**config.mk**
```make
export PLATFORM = sky130hd
export DESIGN_NAME = seven_segment_scan_receiver
export DESIGN_NICKNAME = d
export VERILOG_FILES = /design/src/rtl/seven_segment_scan_receiver.sv
export SDC_FILE = /design/constraint.sdc
export NUM_CORES = 1
export LEC_CHECK = 0
export BUFFER_PORTS_ARGS = -buffer_cell sky130_fd_sc_hd__buf_2
export CAP_MARGIN = 25
export CORE_MARGIN = 1
export CORE_UTILIZATION = 35
export CTS_BUF_LIST = sky130_fd_sc_hd__clkbuf_4 sky130_fd_sc_hd__clkbuf_8
export CTS_CLUSTER_SIZE = 14
export DETAILED_ROUTE_END_ITERATION = 16
export GPL_ROUTABILITY_DRIVEN = 0
export GPL_TIMING_DRIVEN = 1
export PLACE_DENSITY = 0.61
export SLEW_MARGIN = 20
export SYNTH_ARGS = -nofsm -noshare
export SYNTH_HDL_FRONTEND = slang
export SYNTH_SLANG_ARGS = --single-unit
```
**constraint.sdc**
```tcl
create_clock -name clk_100MHz -period 2.8 [get_ports clk_100MHz]
set_clock_uncertainty 0.15 [all_clocks]
set_input_delay 0 -clock clk_100MHz [delete_from_list [all_inputs] [get_ports clk_100MHz]]
set_output_delay 0 -clock clk_100MHz [all_outputs]
set_load 0.01 [all_outputs]
```
**src/rtl/seven_segment_scan_receiver.sv**
```systemverilog
// seven_segment_scan_receiver
//   Recovers four hex digits and their decimal points from a multiplexed,
//   active-low four-digit seven-segment scan. Used for loopback checks of the
//   display driver and for sniffing an external display bus.
//
//   A strobe is captured only after STABLE_CYCLES identical synchronized
//   samples. A captured glyph is decoded by exact match against the hex font.
//   A digit that has not been freshly captured for TIMEOUT_CYCLES is marked stale.
//
// Ports
//   clk_100MHz     in   system clock
//   reset          in   synchronous, active-high reset
//   anodes[3:0]    in   AN3..AN0, active low, bit k selects digit k
//   cathodes[7:0]  in   [6:0] = CG..CA, [7] = DP, all active low
//   v3..v0[3:0]    out  recovered hex value per digit
//   dp[3:0]        out  recovered decimal point per digit (1 = lit)
//   digit_valid    out  bit k set while v_k holds a fresh legal capture
//   frame_valid    out  AND of digit_valid
//   update         out  one-cycle pulse when a digit value is written
//   pattern_error  out  one-cycle pulse when a stable strobe carries an illegal glyph
module seven_segment_scan_receiver #(
  parameter int STABLE_CYCLES  = 16,
  parameter int TIMEOUT_CYCLES = 1048576
) (
  input  logic       clk_100MHz,
  input  logic       reset,
  input  logic [3:0] anodes,
  input  logic [7:0] cathodes,
  output logic [3:0] v3,
  output logic [3:0] v2,
  output logic [3:0] v1,
  output logic [3:0] v0,
  output logic [3:0] dp,
  output logic [3:0] digit_valid,
  output logic       frame_valid,
  output logic       update,
  output logic       pattern_error
);

  localparam int SC_W = $clog2(STABLE_CYCLES + 1);
  localparam int TO_W = $clog2(TIMEOUT_CYCLES + 1);
  localparam logic [SC_W-1:0] SC_MAX = SC_W'(STABLE_CYCLES);
  localparam logic [TO_W-1:0] TO_MAX = TO_W'(TIMEOUT_CYCLES);

  localparam logic [1:0] IDLE     = 2'd0;
  localparam logic [1:0] QUALIFY  = 2'd1;
  localparam logic [1:0] CAPTURED = 2'd2;

  // Returns {legal, hex}; only the exact font patterns are legal.
  function automatic logic [4:0] glyph_decode(input logic [6:0] seg);
    logic [4:0] r;
    r = 5'b0;
    case (seg)
      7'h3F: r = {1'b1, 4'h0};
      7'h06: r = {1'b1, 4'h1};
      7'h5B: r = {1'b1, 4'h2};
      7'h4F: r = {1'b1, 4'h3};
      7'h66: r = {1'b1, 4'h4};
      7'h6D: r = {1'b1, 4'h5};
      7'h7D: r = {1'b1, 4'h6};
      7'h07: r = {1'b1, 4'h7};
      7'h7F: r = {1'b1, 4'h8};
      7'h6F: r = {1'b1, 4'h9};
      7'h77: r = {1'b1, 4'hA};
      7'h7C: r = {1'b1, 4'hB};
      7'h39: r = {1'b1, 4'hC};
      7'h5E: r = {1'b1, 4'hD};
      7'h79: r = {1'b1, 4'hE};
      7'h71: r = {1'b1, 4'hF};
      default: r = 5'b0;
    endcase
    return r;
  endfunction

  function automatic logic is_one_hot(input logic [3:0] a);
    return (a != 4'b0) && ((a & (a - 4'd1)) == 4'b0);
  endfunction

  function automatic logic [1:0] onehot_index(input logic [3:0] a);
    logic [1:0] idx;
    idx = 2'd0;
    for (int i = 0; i < 4; i++) begin
      if (a[i]) idx = 2'(i);
    end
    return idx;
  endfunction

  function automatic logic [SC_W-1:0] sat_inc_stable(input logic [SC_W-1:0] c);
    return (c >= SC_MAX) ? SC_MAX : c + SC_W'(1);
  endfunction

  function automatic logic [TO_W-1:0] sat_inc_timeout(input logic [TO_W-1:0] c);
    return (c >= TO_MAX) ? TO_MAX : c + TO_W'(1);
  endfunction

  // ---- p0/p1: two-flop synchronizer, p2: previous synced sample ----
  logic [11:0] s_p0;
  logic [11:0] s_p1;
  logic [11:0] s_p2;

  always_ff @(posedge clk_100MHz) begin
    if (reset) begin
      s_p0 <= '1;
      s_p1 <= '1;
      s_p2 <= '1;
    end else begin
      s_p0 <= {anodes, cathodes};
      s_p1 <= s_p0;
      s_p2 <= s_p1;
    end
  end

  logic [3:0] act_p1;
  logic [6:0] seg_p1;
  logic       dp_bit_p1;
  logic       one_hot_p1;
  logic [1:0] idx_p1;
  logic       same_p1;
  logic [4:0] glyph_p1;

  assign act_p1     = ~s_p1[11:8];
  assign seg_p1     = ~s_p1[6:0];
  assign dp_bit_p1  = ~s_p1[7];
  assign one_hot_p1 = is_one_hot(act_p1);
  assign idx_p1     = onehot_index(act_p1);
  assign same_p1    = (s_p1 == s_p2);
  assign glyph_p1   = glyph_decode(seg_p1);

  // ---- stability qualification FSM ----
  logic [1:0]      state_q;
  logic [1:0]      state_next;
  logic [SC_W-1:0] cnt_q;
  logic [SC_W-1:0] cnt_next;
  logic            cap_vld_p2;

  always_comb begin
    state_next = state_q;
    cnt_next   = cnt_q;
    cap_vld_p2 = 1'b0;
    case (state_q)
      IDLE: begin
        if (one_hot_p1) begin
          state_next = QUALIFY;
          cnt_next   = SC_W'(1);
        end
      end
      QUALIFY: begin
        if (same_p1) begin
          cnt_next = sat_inc_stable(cnt_q);
          if (cnt_next == SC_MAX) begin
            cap_vld_p2 = 1'b1;
            state_next = CAPTURED;
          end
        end else if (one_hot_p1) begin
          cnt_next = SC_W'(1);
        end else begin
          state_next = IDLE;
          cnt_next   = '0;
        end
      end
      CAPTURED: begin
        // Hold (count stays saturated) until the strobe changes; a change
        // is handled exactly as a fresh strobe arriving in IDLE.
        if (!same_p1) begin
          if (one_hot_p1) begin
            state_next = QUALIFY;
            cnt_next   = SC_W'(1);
          end else begin
            state_next = IDLE;
            cnt_next   = '0;
          end
        end
      end
      default: begin
        state_next = IDLE;
        cnt_next   = '0;
      end
    endcase
  end

  always_ff @(posedge clk_100MHz) begin
    if (reset) begin
      state_q <= IDLE;
      cnt_q   <= '0;
    end else begin
      state_q <= state_next;
      cnt_q   <= cnt_next;
    end
  end

  // ---- p3: capture, staleness timers and output registers ----
  logic [3:0]      val_q [4];
  logic [TO_W-1:0] tmr_q [4];
  logic            blank_p2;

  assign blank_p2 = (seg_p1 == 7'h00);

  always_ff @(posedge clk_100MHz) begin
    if (reset) begin
      for (int k = 0; k < 4; k++) begin
        val_q[k] <= 4'h0;
        tmr_q[k] <= '0;
      end
      dp            <= 4'b0;
      digit_valid   <= 4'b0;
      update        <= 1'b0;
      pattern_error <= 1'b0;
    end else begin
      update        <= 1'b0;
      pattern_error <= 1'b0;
      for (int k = 0; k < 4; k++) begin
        tmr_q[k] <= sat_inc_timeout(tmr_q[k]);
        if (sat_inc_timeout(tmr_q[k]) == TO_MAX) digit_valid[k] <= 1'b0;
      end
      // Written after the timeout loop so a capture overrides a same-cycle timeout.
      if (cap_vld_p2) begin
        if (glyph_p1[4]) begin
          val_q[idx_p1]       <= glyph_p1[3:0];
          dp[idx_p1]          <= dp_bit_p1;
          digit_valid[idx_p1] <= 1'b1;
          tmr_q[idx_p1]       <= '0;
          update              <= 1'b1;
        end else if (blank_p2) begin
          dp[idx_p1]          <= dp_bit_p1;
          digit_valid[idx_p1] <= 1'b0;
        end else begin
          digit_valid[idx_p1] <= 1'b0;
          pattern_error       <= 1'b1;
        end
      end
    end
  end

  assign v0          = val_q[0];
  assign v1          = val_q[1];
  assign v2          = val_q[2];
  assign v3          = val_q[3];
  assign frame_valid = &digit_valid;

endmodule

```
==> results of run 1 <==
==> metrics by stage <==
stage / instance area, um2 / hold WS (ns) / setup WS (ns) / cells
after global routing: 7790 / 0.0798 / 0.0105 / 1041
after CTS: 7790 / 0.0764 / 0.0940 / 1041
final: 7790 / 0.114 / 0.170 / 1041
after detailed placement: 7240 / 0.0335 / 0.110 / 996
after global placement: 7240 / 0.0331 / 0.172 / 996
after floorplan: 6690 / -0.0462 / 0.0693 / 731
==> logic make-up after synthesis <==
| logic type | count (synthesis) | share of synthesized area (%) |
|---|---|---|
| and+or+nand+nor | 345 | 26.1 |
| DFF | 153 | 48.2 |
| xor gates and xnor gates | 92 | 12.1 |
| buffers and inverters | 63 | 4.14 |
| AOI/OAI and AO/OA | 58 | 6.08 |
| muxes | 10 | 1.50 |
| adders and majority gates | 10 | 1.87 |
==> power breakdown <==
part	switching [W]	internal [W]
combinational	0.000140	0.000116
sequential	0.0000426	0.00226
clock	0.000851	0.000876
total	0.00103	0.00325
==> cell type report <==
class,count,area (um2),share of cell area (%)
tap,234,293,3.76
clock inverter,12,138,1.77
multi-input combinational,515,3190,41.0
clock buffer,20,275,3.53
timing repair buffer,77,561,7.19
inverter,30,113,1.44
sequential,153,3220,41.3
==> registers in the layout, indices dropped and copies added (netlist names) <==
register       count
s_p1              12
dp                 4
state_q            2
cnt_q              5
s_p0              12
s_p2              12
digit_valid        4
val_q             16
pattern_error      1
tmr_q             84
update             1
==> worst max-delay path, delay by kind of cell, from the launching register on <==
family	cells	cell delay, ns
compound gates	1	0.27
flops	1	0.50
simple gates	4	1.20
buf+inv	1	0.23
xor+xnor	1	0.13
==> what timing repair did <==
| action | 4_1_cts | 5_1_grt |
|---|---|---|
| gates resized for setup | 0 | 2 |
| endpoints found under the setup margin | 0 | 28 |
| hold buffers | 13 | 0 |
| hold endpoints to repair | 25 | 0 |
| buffers inserted | 0 | 0 |
==> metal layers <==
metal | share of wire (%) | routed length, um | up-vias
met2 | 44 | 5750 | 100
met1 | 50 | 6580 | 2243
met5 | 0 | 0 | -
li1 | - | - | 2583
met4 | 0.99 | 130 | 0
met3 | 4.8 | 631 | 12
==> path summary, 6_finish.rpt <==
check / startpoint / end
worst max-delay path: s_p1[5] / val_q[1][2]
worst max register to register: s_p1[5] / val_q[1][2]
worst min-delay path: cathodes[0] / s_p0[0]
worst min register to register: s_p0[0] / s_p1[0]
==> cell usage in the layout (no fill, tap or decap), types with 5 or more instances in the layout <==
cell type and count:
and3_1 8, nand4_1 16, and4_1 8, xnor2_1 31, o21ai_0 6, mux2i_1 10
edfxtp_1 16, xor2_1 61, or4_1 6, buf_2 40, clkbuf_8 20, nor3b_1 5
nand2_1 44, dfxtp_1 137, buf_4 20, nand3_1 35, inv_1 30, ha_1 10
nand2b_1 6, a21oi_1 11, o211ai_1 5, dlygate4sd3_1 13, nor4_1 5, nor2_1 134
or2_2 39, nor3_1 13
==> impl_summary.md, run 1 <==
Critical path
In this design, the stage delay of the slowest critical-path cell is 0.50 ns. The signal on the critical path passes through xor2_1, nor4_2, nand3_1, buf_4, or4_1, a31o_2, nor2_1. Of all nets on the critical path, the largest fanout is 10.

STA classifies the critical path endpoint as a flip-flop. The critical path's slowest cell is dfxtp_1. Data on the critical path is required at its endpoint by 2.95 ns. STA classifies the critical path startpoint as a flip-flop. The critical path start-end classification is flip-flop to flip-flop.

The depth of the worst register-to-register path is 7. Across all register-to-register paths, the minimum setup slack is 0.17 ns. STA puts the critical path data arrival time at approximately 2.8 ns.

Synthesis
In the post-synthesis netlist, the biggest area contributors are dfxtp_1 41%, xor2_1 8.0%, nor2_1 7.5%, edfxtp_1 7.2%, xnor2_1 4.1%. During synthesis, Yosys emitted a total of 0 warnings. The mapped netlist covers 0.00669 mm2.

In the synthesized netlist, the number of instances is around 730. When the netlist entered floorplanning its net count stood at between 700 and 800. After synthesis, the share of flip-flops with an asynchronous set or reset is 0%. By count the netlist is led by 137 x dfxtp_1, 134 x nor2_1, 61 x xor2_1. The per-instance average area after synthesis is between 9 and 10 um2. For this run, the register share of the synthesized area comes to 48.2%. Counting flops and latches in the post-synthesis netlist gives approximately 150. Yosys mapped a number of flops with a built-in enable equal to 16. The library cell with the largest summed area after synthesis is dfxtp_1. The distinct cell type count after synthesis is 60. The top cell type by area accounts for 41.0% of the synthesized area.

For this run, the leading register cell type out of synthesis is dfxtp_1. The most frequent cell after synthesis is dfxtp_1.

Timing
Setup repair after global routing left no endpoint under its margin. The achievable frequency is 380 MHz. The total setup violations reported at the end of the flow is 0. The transition at the pin with the smallest max-transition slack is approximately 0.62 ns. The number of endpoints with negative hold slack in the final report is 0. For the final routed database, the setup TNS stands at 0 ns. The clock period could shrink to roughly 2.6 ns. Measured against its own limit, the worst slew margin works out to ~58%. Of the available clock period, the critical path in the final layout requires between 90% and 100%.

The count of pins over their slew limit is 0.

Clock network
The number of CTS-inserted buffers is 17. The clock-pin slew on the worst setup and hold paths is around 0.090 ns. TritonCTS built the clock tree. The root buffer cell chosen for the clock tree is clkbuf_8. The clock net sink count is approximately 150. The total number of H-tree levels is 4. No sink is reached through more buffers than the 2 on the longest clock path.

The insertion delay of the later-clocked pin in the worst-skew pair is approximately 0.45 ns.

Hold path
The worst hold path belongs to the class primary input to flip-flop. The worst hold path stage count is 3.

Floorplan
After floorplanning, the core was divided into 50 placement rows. The die is roughly 140 um wide. For this configuration, the core starts out at a cell density of about 36%. The die is 140 um tall. The core region is about 0.019 mm2. In this run the count of I/O pins placed on the die edge is between 40 and 50.

The overall die area is approximately 0.020 mm2.

GRT
Global routing used around a fifth of the available met1 tracks. Entering global routing, the biggest net connects 43 pins. The layer carrying the most global-route usage is met2. For met2 alone, demand over resource in global routing was 21.1%. After global routing the overflow that remains totals 0.

The initial antenna violation count is 0. The first global-routing pass estimated roughly 22000 um of wire. The number of global-route vias before repair is 4468. The fraction of met3 tracks used by global routing is about 4.1%. The overall fraction of global-route tracks in use is between 10% and 20%.

Drt
The number of vias in the routed layout is roughly 4900. In the routed design, unresolved DRC markers number 0. Dividing the detail-routed wire length by the instance count gives around 13 um. After detailed routing, the number of vias per cell comes to 4.74. The number of DRC markers after the initial detailed-route iteration is about 300. The number of detailed-routing iterations run before antenna repair is 5. Once detail routing completed, the nets flagged for antenna violations numbered 0.

The final wirelength is around 13000 um.

Cells and area
The final core utilization is a little over two fifths. The number of antenna repair diodes is 0. The fraction of final layout cells sized beyond drive strength 1 is 18.0%. For this run, the post-layout net count is ~800. The area added between synthesis and finish is 16.6%. Counting the fill cells in the layout gives around 1800.

Power and ir drop
The post-route total power is 0.00428 W. The ratio of total power to cell area is about 550 mW/mm2. The worst vdd rail ir drop is 0.000321 V. Summed over all cells, the static leakage comes to a little under 3 nW.

Status
The flow ran to the end, and the final reports show no timing, DRC or antenna violations.

Place
Detailed placement ended at an HPWL of a little over 9000 um. During placement, the flow inserted port buffers numbering 40.

Flow run
Max-cap violations in this run came to 0.
Power figures use the tool's default switching activity.
==> run 2: changes to the inputs <==
BUFFER_PORTS_ARGS = not set   (was -buffer_cell sky130_fd_sc_hd__buf_2)
DONT_BUFFER_PORTS = 1   (was not set)
PLACE_DENSITY = 0.59   (was 0.61)
SLEW_MARGIN = not set   (was 20)
==> impl_summary.md, run 2 (synthesis gave the netlist of run 1 again) <==
Cells and area
The number of nets in the finished design came to 789 (-3.5%). The total non-filler cell area in the finished layout was 0.00772 mm2 (-0.93%). The fill cell total of the finished layout is 1851 (+1.8%). The largest registers in the layout are tmr_q: 84 flops, val_q: 16 flops.

The fraction of final layout cells sized beyond drive strength 1 was 13.5% (-4.5 points). The register with the most flip-flops in the final layout is tmr_q. In the layout the commonest cells are 136 x dfxtp_1, 134 x nor2_1, 61 x xor2_1. The most common cell after layout, fill and taps aside is dfxtp_1. The number of flip-flops in the largest register came to 84 (unchanged). Relative to the synthesized area, the layout overhead comes to 15.5%. The number of antenna repair diodes came to 0 (unchanged).

Critical path
The critical path arrival is 2.78 ns (about the same). The delay contributed by the slowest stage of the critical path was 0.47 ns (-0.03 ns). The critical path goes through or3b_1, or4_1, o211a_2, and4b_1, o31ai_2, buf_12, nor2_1.

The largest fanout on the critical path came to 20 (+10). The critical path's slowest cell is or4_1. STA classifies the critical path endpoint as a flip-flop. The critical path is of the flip-flop to flip-flop type.

The endpoint required time on the critical path is 3.00 ns (+0.05 ns). STA classifies the critical path startpoint as a flip-flop.

Drt
The number of vias in the routed layout is 4831 (-2.2%). The number of detailed-routing iterations run before antenna repair is 4 (-1). The residual DRC count is 0 (unchanged). The number of DRC markers after the initial detailed-route iteration is 206 (-32%).

The routed length per placed instance is 13.1 um (+3.9%). The final wirelength is 13200 um (+0.99%). The average vias per placed instance came to 4.77 (+0.64%). The number of nets with antenna violations after detailed routing is 0 (unchanged).

GRT
The met1 routing resource usage after global routing is 18.4% (-1.1 points). The initial antenna violation count is 0 (unchanged). The total grt overflow is 0 (unchanged). The global-route wire length before repair is 22200 um (+1.5%). The pin count of the biggest net entering global routing came to 52 (+21%). The number of global-route vias before repair was 4524 (+1.3%). The global routing stage identified its most utilized layer as met2.

The global-route track usage on met2 came to 22.3% (+1.3 points). The overall fraction of global-route tracks in use is 14.4% (+0.30 points). The fraction of met3 tracks used by global routing is 5.37% (+1.3 points).

Clock network
The total number of H-tree levels is 4 (unchanged). The root buffer cell chosen for the clock tree is clkbuf_8. The maximum clock insertion buffer count was 2 (unchanged). The clock net sink count is 153 (unchanged). TritonCTS built the clock tree. The insertion delay of the later-clocked pin in the worst-skew pair was 0.45 ns (about the same).

The clock-pin slew on the worst setup and hold paths is 0.09 ns (about the same). The number of CTS-inserted buffers came to 17 (unchanged).

Timing
The count of pins over their slew limit is 0 (unchanged). The transition at the pin with the smallest max-transition slack was 0.600 ns (-0.0252 ns). The number of endpoints with negative hold slack in the final report is 0 (unchanged). The achievable frequency is 387 MHz (+1.7%). The final-layout setup total negative slack was 0 ns (unchanged).

The remaining max-slew budget at the tightest pin came to 59.5% (+1.4 points). The worst setup margin is 0.213 ns (+0.0433 ns). The time the worst path needs with I/O delays and setup is 2.59 ns (-0.0433 ns). Setup repair after global routing left no endpoint under its margin. The total setup violations reported at the end of the flow was 0 (unchanged). The portion of the clock cycle consumed by the worst path in the final layout is 92.4% (-1.5 points). The worst-case hold slack is 0.265 ns (+0.150 ns).

Power and ir drop
The total leakage power was 2.81 nW (-5.2%). The ratio of total power to cell area is 554 mW/mm2 (+0.81%). The worst vdd rail ir drop is 0.000394 V (+23%). The post-route total power came to 0.00428 W (-0.13%).

Floorplan
The number of top-level design ports is 41 (unchanged). The overall die area is 0.0197 mm2 (unchanged). The core footprint is 0.0187 mm2 (unchanged). The height of the die is 140 um (unchanged). The effective utilization at floorplan is 35.7% (unchanged). The number of standard-cell rows in the floorplan was 50 (unchanged). The die boundary width is 140 um (unchanged).

Hold path
The type of the most critical hold path is flip-flop to flip-flop.

Place
The final HPWL from detailed placement is 9180 um (-0.87%). The minimum setup slack after placement is 0.120 ns (+0.0101 ns). The total of buffers placed on input and output ports was 0 (-100%). The placed cell area is 0.00702 mm2 (-3.1%).

Status
The flow ran to the end, and the final reports show no timing, DRC or antenna violations.

Flow run
The number of max-cap violations was 0 (unchanged).
run 2: cell count changes in the layout (fill, tap and decap cells not counted), sizes merged:
cell	delta
clkinv	-1
clkinvlp	+1
clkbuf	-2
dlygate4sd3	+13
buf	-42
inv	+2
run 2: worst paths after layout:
check	from	endpoint	slack, ns	depth (start not counted)
worst max-delay path	s_p1[6]	tmr_q[3][8]	0.21	7
worst max register to register	s_p1[6]	tmr_q[3][8]	0.21	7
worst min register to register	s_p0[1]	s_p1[1]	0.26	1
worst min-delay path	s_p0[1]	s_p1[1]	0.26	1
run 2: area by class of cell:
cell class / instances / area [um2] / area share (%)
Timing Repair Buffer: 48 / 488 / 6.32
Clock inverter: 14 / 160 / 2.07
Tap cell: 234 / 293 / 3.79
Sequential cell: 153 / 3220 / 41.8
Inverter: 30 / 113 / 1.46
Clock buffer: 18 / 248 / 3.21
Multi-Input combinational cell: 515 / 3200 / 41.4
run 2: routing by layer:
layer,share of wire (%),routed length (um),vias up
li1,-,-,2516
met1,46,6140,2228
met2,46,6020,72
met3,6.8,901,15
met4,1.2,162,0
met5,0,0,-
run 2: timing repair:
action	CTS	global route
setup endpoints to repair	0	48
buffers inserted	0	0
gates resized for setup	0	4
hold endpoints to repair	160	0
hold buffers	27	0
run 2: report_power, final:
part,switching (W),internal [W]
registers,0.0000490,0.00226
clock network,0.000885,0.000837
logic,0.000132,0.000117
total,0.00107,0.00321
run 2: through the flow:
stage               util, %  instances
detailed placement     37.5        953
finish                 41.3       1012
global route           41.3       1012
global placement       37.5        953
CTS                    41.2       1012
floorplan                 -        731
run 2: critical path: cells and delay by family, from the launching register on:
family / cells / cell delay, ns
buffers and inverters: 1 / 0.20
DFF: 1 / 0.43
and+or+nand+nor: 4 / 1.22
AOI/OAI and AO/OA: 2 / 0.47
==> run 3: changes to the inputs <==
PLACE_DENSITY = 0.49   (was 0.59)
==> impl_summary.md, run 3 (synthesis gave the netlist of run 1 again) <==
Status
The flow ran to the end, and the final reports show no timing, DRC or antenna violations.

Clock network
The maximum clock insertion buffer count is 2 (unchanged). The insertion delay of the later-clocked pin in the worst-skew pair is 0.46 ns (about the same). The number of CTS-inserted buffers came to 17 (unchanged).

The total number of H-tree levels was 4 (unchanged). The tree is rooted in a clkbuf_8. The clock net sink count is 153 (unchanged). The clock-pin slew on the worst setup and hold paths is 0.08 ns (about the same). TritonCTS built the clock tree.

GRT
The number of global-route vias before repair is 4915 (+8.6%). The total grt overflow is 0 (unchanged). The overall fraction of global-route tracks in use is 15.5% (+1.1 points). The pin count of the biggest net entering global routing was 52 (unchanged). The global-route wire length before repair came to 24000 um (+8.3%). The initial antenna violation count is 0 (unchanged).

Power and ir drop
The total leakage power was 2.85 nW (+1.5%). The worst vdd rail ir drop is 0.000307 V (-22%). The ratio of total power to cell area is 570 mW/mm2 (+2.9%). The post-route total power is 0.00444 W (+3.8%). The part of the total power dissipated in sequential elements was 51.9% (-2.0 points). The power spent charging and discharging nets is 0.00101 W (-5.2%). The share of power burned in the clock network is 42.4% (+2.1 points). The switching share of total power came to 22.8% (-2.2 points). The internal power summed over all cells came to 0.00343 W (+6.7%). The share of total power in combinational logic is 5.7% (about the same).

Critical path
The endpoint required time on the critical path is 2.82 ns (-0.18 ns). The register-to-register path setup slack is 0.16 ns (-0.05 ns). The largest fanout on the critical path was 13 (-35%).

The worst setup path is of the flip-flop to flip-flop kind. The worst setup path is launched from a flip-flop. STA classifies the critical path endpoint as a flip-flop. The critical path arrival was 2.66 ns (-0.12 ns).

Timing
The count of pins over their slew limit came to 0 (unchanged). The portion of the clock cycle consumed by the worst path in the final layout is 94.3% (+1.9 points). The final-layout setup total negative slack came to 0 ns (unchanged). Setup repair after global routing left no endpoint under its margin.

The transition at the pin with the smallest max-transition slack is 0.666 ns (+0.0663 ns). The worst setup margin came to 0.159 ns (-0.0536 ns). The remaining max-slew budget at the tightest pin is 55.3% (-4.2 points).

The total setup violations reported at the end of the flow came to 0 (unchanged). The time the worst path needs with I/O delays and setup is 2.64 ns (+0.0536 ns). The number of endpoints with negative hold slack in the final report was 0 (unchanged). The achievable frequency is 379 MHz (-2.0%).

Cells and area
The number of antenna repair diodes is 0 (unchanged). The number of flip-flops in the largest register is 84 (unchanged). In the layout the commonest cells are 137 x dfxtp_1, 134 x nor2_1, 61 x xor2_1. The area added between synthesis and finish is 16.5%. The final core utilization was 41.6% (+0.35 points).

Ranked by flip-flop count, first place goes to tmr_q. The total non-filler cell area in the finished layout is 0.00779 mm2 (+0.84%). The most common cell after layout, fill and taps aside is dfxtp_1.

In the final layout, the registers with the most flip-flops are tmr_q: 84 flops, val_q: 16 flops. The fraction of final layout cells sized beyond drive strength 1 is 13.7% (+0.20 points). The number of nets in the finished design is 792 (+0.38%).

Drt
The number of DRC markers after the initial detailed-route iteration is 353 (+71%). The number of vias in the routed layout is 4951 (+2.5%). The number of nets with antenna violations after detailed routing is 0 (unchanged). The routed length per placed instance was 13.8 um (+5.6%).

The average vias per placed instance is 4.88 (+2.2%). The residual DRC count was 0 (unchanged). The number of detailed-routing iterations run before antenna repair is 4 (unchanged).

The final wirelength is 14000 um (+5.9%).

Floorplan
The number of standard-cell rows in the floorplan is 50 (unchanged). The number of top-level design ports was 41 (unchanged). The effective utilization at floorplan was 35.7% (unchanged). The overall die area is 0.0197 mm2 (unchanged). The die boundary width is 140 um (unchanged). The core footprint is 0.0187 mm2 (unchanged). The height of the die is 140 um (unchanged).

Place
The minimum setup slack after placement came to 0.0869 ns (-0.0332 ns). The placed cell area was 0.00705 mm2 (+0.43%). The final HPWL from detailed placement was 9880 um (+7.6%). The total of buffers placed on input and output ports was 0 (unchanged).

Hold path
The type of the most critical hold path is primary input to flip-flop.

Flow run
The number of max-cap violations is 0 (unchanged).
==> run 3: cell count changes in the layout (fill, tap and decap cells not counted), sizes merged <==
| cell | previous run | this run |
|---|---|---|
| clkinv | 2 | 4 |
| clkinvlp | 3 | 1 |
| buf | 22 | 26 |
| inv | 37 | 32 |
| dlygate4sd3 | 26 | 25 |
| clkbuf | 18 | 21 |
| bufinv | 2 | 4 |
==> run 3: metal layers <==
metal	vias up	GRT usage, %	routed length [um]
met5	-	0	0
met4	0	5.49	197
met2	84	26.0	6810
met1	2329	18.4	6340
met3	13	5.50	662
li1	2525	-	-
==> run 3: stage by stage <==
step / hold WS [ns] / std cells
after floorplan: -0.0462 / 731
after global placement: -0.0640 / 957
after detailed placement: -0.0645 / 957
after CTS: 0.00550 / 1015
after global routing: 0.00395 / 1015
final: 0.0469 / 1015
==> run 3: critical path, cell delays in order, from the launching register on <==
cell	delay [ns]
dfxtp_1	0.36
buf_4	0.19
nor2_1	0.18
or4b_2	0.62
o211a_2	0.17
and4b_2	0.30
o21ai_1	0.21
buf_4	0.17
==> run 3: power groups by stage <==
stage	registers [W]	logic [W]	clock network [W]
after detailed placement	0.00236	0.000214	0
final	0.00230	0.000253	0.00188
after CTS	0.00231	0.000254	0.00195
after global placement	0.00235	0.000210	0
after global routing	0.00231	0.000287	0.00205
after floorplan	0.00234	0.000169	0
==> run 3: final timing paths <==
| check | start | to | cells after the start |
|---|---|---|---|
| min reg2reg | s_p0[5] | s_p1[5] | 1 |
| min | cathodes[1] | s_p0[1] | 2 |
| max | s_p1[5] | val_q[1][1] | 7 |
| max reg2reg | s_p1[5] | val_q[1][1] | 7 |
==> run 3: final cells by class <==
type / count / area, um2
fillers: 1842 / 10900
flip-flops and latches: 153 / 3220
multi-input cells: 515 / 3200
repair buffers: 51 / 508
well taps: 234 / 293
clock buffers: 21 / 283
clock inverters: 11 / 166
inverters: 30 / 113
==> run 3: timing repair <==
item	in CTS	in global routing
hold endpoints to repair	165	0
gates resized for setup	0	6
setup buffers	0	0
hold buffers	26	0
endpoints found under the setup margin	0	66
